$ cat src/rtl/gray_counter.sv
// Enable-gated Gray-code counter with a wrap flag; Overflow is sticky by default,
// or a one-cycle pulse per wrap when GRAY_OVF_PULSE_EN is defined.
module gray_counter #(
    parameter int WIDTH = 3
) (
    input  logic             Clk,
    input  logic             Reset,
    input  logic             En,
    output logic [WIDTH-1:0] Output,
    output logic             Overflow
);

    logic [WIDTH-1:0] bin_q;
    logic [WIDTH-1:0] bin_d;
    logic [WIDTH-1:0] gray_q;
    logic [WIDTH-1:0] gray_d;
    logic             ovf_q;
    logic             ovf_d;
    logic             wrap;

    assign wrap = &bin_q;

    always_comb begin
        bin_d  = bin_q;
        gray_d = gray_q;
        if (En) begin
            bin_d  = bin_q + WIDTH'(1);
            gray_d = bin_d ^ (bin_d >> 1);
        end
`ifdef GRAY_OVF_PULSE_EN
        // High only for the cycle following a wrap edge, regardless of En afterwards.
        ovf_d = En & wrap;
`else
        ovf_d = ovf_q | (En & wrap);
`endif
    end

    always_ff @(posedge Clk) begin
        if (Reset) begin
            bin_q  <= '0;
            gray_q <= '0;
            ovf_q  <= 1'b0;
        end else begin
            bin_q  <= bin_d;
            gray_q <= gray_d;
            ovf_q  <= ovf_d;
        end
    end

    // Gray value is kept in its own register so Output has no combinational path.
    assign Output   = gray_q;
    assign Overflow = ovf_q;

endmodule

$ cat config.mk
export PLATFORM = sky130hd
export DESIGN_NAME = gray_counter
export DESIGN_NICKNAME = d
export VERILOG_FILES = /design/src/rtl/gray_counter.sv
export SDC_FILE = /design/constraint.sdc
export NUM_CORES = 1
export LEC_CHECK = 0
export ABC_AREA = 1
export BUFFER_PORTS_ARGS = -buffer_cell sky130_fd_sc_hd__buf_2
export CORE_AREA = 2 2 39 41
export DETAILED_ROUTE_END_ITERATION = 12
export DIE_AREA = 0 0 41 43
export PLACE_DENSITY = 0.48
export SLEW_MARGIN = 0
export SYNTH_ARGS = -nofsm -noshare
export SYNTH_HDL_FRONTEND = slang
export SYNTH_SLANG_ARGS = --single-unit
export TNS_END_PERCENT = 50
$ cat constraint.sdc
create_clock -name Clk -period 1.5 [get_ports Clk]
set_input_delay 0.3 -clock Clk [delete_from_list [all_inputs] [get_ports Clk]]
set_output_delay 0.3 -clock Clk [all_outputs]
set_load 0.03 [all_outputs]
# After elaboration in Yosys (flattened, before gate mapping)
# Index checks and enable logic that the tools add are counted.
# totals
elab_cells	8
reg_bits	7
output_inout_bits	4
in_bits	3
# classes
n_reduce_logical	1
add_sub_neg	1
bitwise	3
# ops
operator	count
$add A3 B1 Y3 const B	1
$reduce_and A3 Y1	1
$xor A3 B2 Y3	1
$and A1 B1 Y1	1
$or A1 B1 Y1	1

# Depth between registers and ports, before layout
# logic_depth
depth_word	3
mapped_depth	7
mapped_depth_nobuf	7

# Least setup slack after synthesis
# Ideal clock, no wire load.
# synth_path
path_kind	register to register
start	register bin_q[0]
end	register gray_q[1] (netlist: Output[1])
stages_incl_launch_ff	8
t_arrival_ns	1.021
period_less_slack_ns	1.130
path_buffers	0
setup_slack_ns	0.370
setup_ns	0.109
cell_sequence	dfxtp_1 ha_1 ha_1 inv_1 nand3_1 nand3_1 nand2_1 inv_1
# synth_between
elab_chain_cells	2
# synth_lines
element	line_no	text
start: declaration	13	logic [WIDTH-1:0] bin_q;
start signal: assignment	44	bin_q <= bin_d;
$add A3 B1 Y3	27	bin_d = bin_q + WIDTH'(1);
$xor A3 B2 Y3	28	gray_d = bin_d ^ (bin_d >> 1);
end signal: assignment	45	gray_q <= gray_d;
end: declaration	15	logic [WIDTH-1:0] gray_q;
# No other way between the ends.
# A chain may end at the register's enable or synchronous reset.

# Worst setup path after layout
# Ends and elaborated chain as after synthesis.

==> out/qor.yml <==
logic_synthesis:
  synth_common_cells: "9 x nand2_1, 6 x dfxtp_1, 5 x inv_1, 4 x a21oi_1, 4 x nand3_1"
  ys_seq_elements: 6
  yosys.cell_count.top_type: "nand2_1"
  synth-edff-count: 0
  ys_seq_area_share_pct: 42.3
  synthDistinctLibCells: 12
  ys_warn_count: 0
  synth_flop_cell: "dfxtp_1"
  synth_nets: 43
  syn_inst: 38
  synth_area_leaders: "dfxtp_1 42%, nand2_1 12%, ha_1 8.8%"
  yosysTopAreaCell: "dfxtp_1"
  synth_top_area_share_pct: 42.3
  ys_async_sr_fraction_pct: 0
  avgSynthCellArea_sq_um: 7.47
  syn_area_sq_um: 284
clock_tree:
  cts_tree: "built"
  cts_max_level: 1
  root_buffer: "clkbuf_4"
  cts_buffers: 3
  cts_resized: 0
  clk_latency_ns: 0.24
  numClockSinks: 6
  clockBufferDepth: 2
  hold_buffers: 0
  post_cts_buffers: 0
  clk_pin_slew_worst_paths_ns: 0.04
place:
  dp_hpwl_um: 396
  routabilityCongestion: 0.620
  portBuffers: 6
timing:
  tns_ns: 0
  setup_viol: 0
  slew_headroom_pct: 89.2
  rsz0062_at_grt: "no"
  skew_ns: 0.00234
  fmax_ghz: 0.838
  slew_viol_final: 0
  timing.final.crit_share_pct: 79.5
  tightest_slew_ns: 0.162
  layout_min_cycle_time_ns: 1.19
  hold_viol: 0
die:
  core-area_sq_um: 1380
  initial_core_util_pct: 20.5
  die_y_um: 43
  ioPinCount: 7
  die_area_sq_um: 1760
  die_w_um: 41
  rows: 14
power:
  p_per_area_nw_per_um2: 1110
  power.leakage_nw: 0.176
  vdd_drop_max_v: 0.000203
route:
  wl_um: 517
  dr_total_vias: 237
  drt_iter0_drc: 1
  via_per_inst: 3.89
  wl_per_cell_um: 8.48
  antenna_left: 0
  drc: 0
  first_pass_iters: 2
critical_path:
  critical_path.endpoint_type: "flip-flop"
  critical_path_class: "reg2reg"
  cpPeakStageDelay_ns: 0.33
  worstPathRequired_ns: 1.64
  startpoint_type: "flip-flop"
  worstPathMaxFanout: 4
  path_buf_inv: 2
  critPathTopFamily: "adder cells"
  path_cells: "ha_1 -> ha_1 -> inv_1 -> nand3_1 -> nand3_1 -> nand2_1 -> inv_1"
  r2r_setup_slack_ns: 0.31
  crit_slowest_cell: "dfxtp_1"
  crit_arrival_ns: 1.33
cells_and_area:
  drive_gt1_share_pct: 26.7
  diodes: 0
  area_delta_synth_final_pct: 18.9
  nNetsFinal: 52
  final_core_util_pct: 24.4
global_route:
  gr-usage-all-layers_pct: 8.43
  gr-total-overflow: 0
  grt_max_degree: 9
  antenna_found_initial: 0
  grt_pass1_wl_um: 959
  grt_pass1_vias: 257
run:
  cap_violations: 0
outcome:
  status: "complete, no violations"
worst_hold_path:
  hold_class: "in2reg"
==> path summary, 6_finish.rpt <==
path,depth (start not counted),from,to
setup reg to reg,7,bin_q[0],Output[1]
setup / recovery,7,bin_q[0],Output[1]
hold reg to reg,2,Overflow,Overflow
hold / removal,2,Reset,bin_q[2]
==> layer usage <==
| layer | vias up | global-route usage [%] | part of all wire (%) |
|---|---|---|---|
| li1 | 132 | - | - |
| met1 | 100 | 9.29 | 46 |
| met2 | 5 | 11.6 | 46 |
| met3 | 0 | 4.71 | 7.2 |
| met4 | 0 | 6.00 | 0 |
| met5 | - | 0 | 0 |
==> report_power, final <==
group,switching (W),internal [W]
Sequential,0.00000533,0.000169
Combinational,0.0000360,0.0000189
Clock,0.0000558,0.0000903
==> cell type report <==
cell class,instances,area (sq um)
Tap cell,16,20.0
Fill cell,155,1050
Clock buffer,3,22.5
Sequential cell,6,120
Multi-Input combinational cell,24,123
Inverter,6,22.5
Timing Repair Buffer,6,30.0
==> registers in the layout, summed over array words and instances, names as in the netlist <==
name / cells
Overflow: 1
bin_q: 3
Output: 2
==> worst reg2reg max path, stage by stage, from the launching register on <==
cell     delay (ns)
dfxtp_1        0.33
ha_1           0.20
ha_1           0.31
inv_1          0.05
nand3_1        0.06
nand3_1        0.06
nand2_1        0.06
inv_1          0.03
==> layout by cell type (no fill, tap or decap), drive strengths merged <==
cell    instances
nand3           4
inv             6
a21oi           4
nand2          10
nor2            4
buf             6
ha              2
dfxtp           6
clkbuf          3
==> cell families (layout without fill, tap and decap cells) <==
logic type / Yosys count / count (layout) / synth area share (%)
and+or+nand+nor: 18 / 18 / 27.3
buffers and inverters: 8 / 15 / 14.5
DFF: 6 / 6 / 42.3
AOI/OAI and AO/OA: 4 / 4 / 7.05
adders and majority gates: 2 / 2 / 8.81
==> stage by stage <==
step                      total power [W]  setup WS, ns  cell area [sq um]  hold WS, ns  instances
after floorplan                  0.000220         0.370                284        0.369         38
after global placement           0.000232         0.315                315        0.450         58
after detailed placement         0.000233         0.303                315        0.450         58
after CTS                        0.000387         0.301                338        0.295         61
after global routing             0.000404         0.155                338        0.311         61
final                            0.000375         0.307                338        0.304         61
Note: power is estimated with default switching activity, not from simulation.
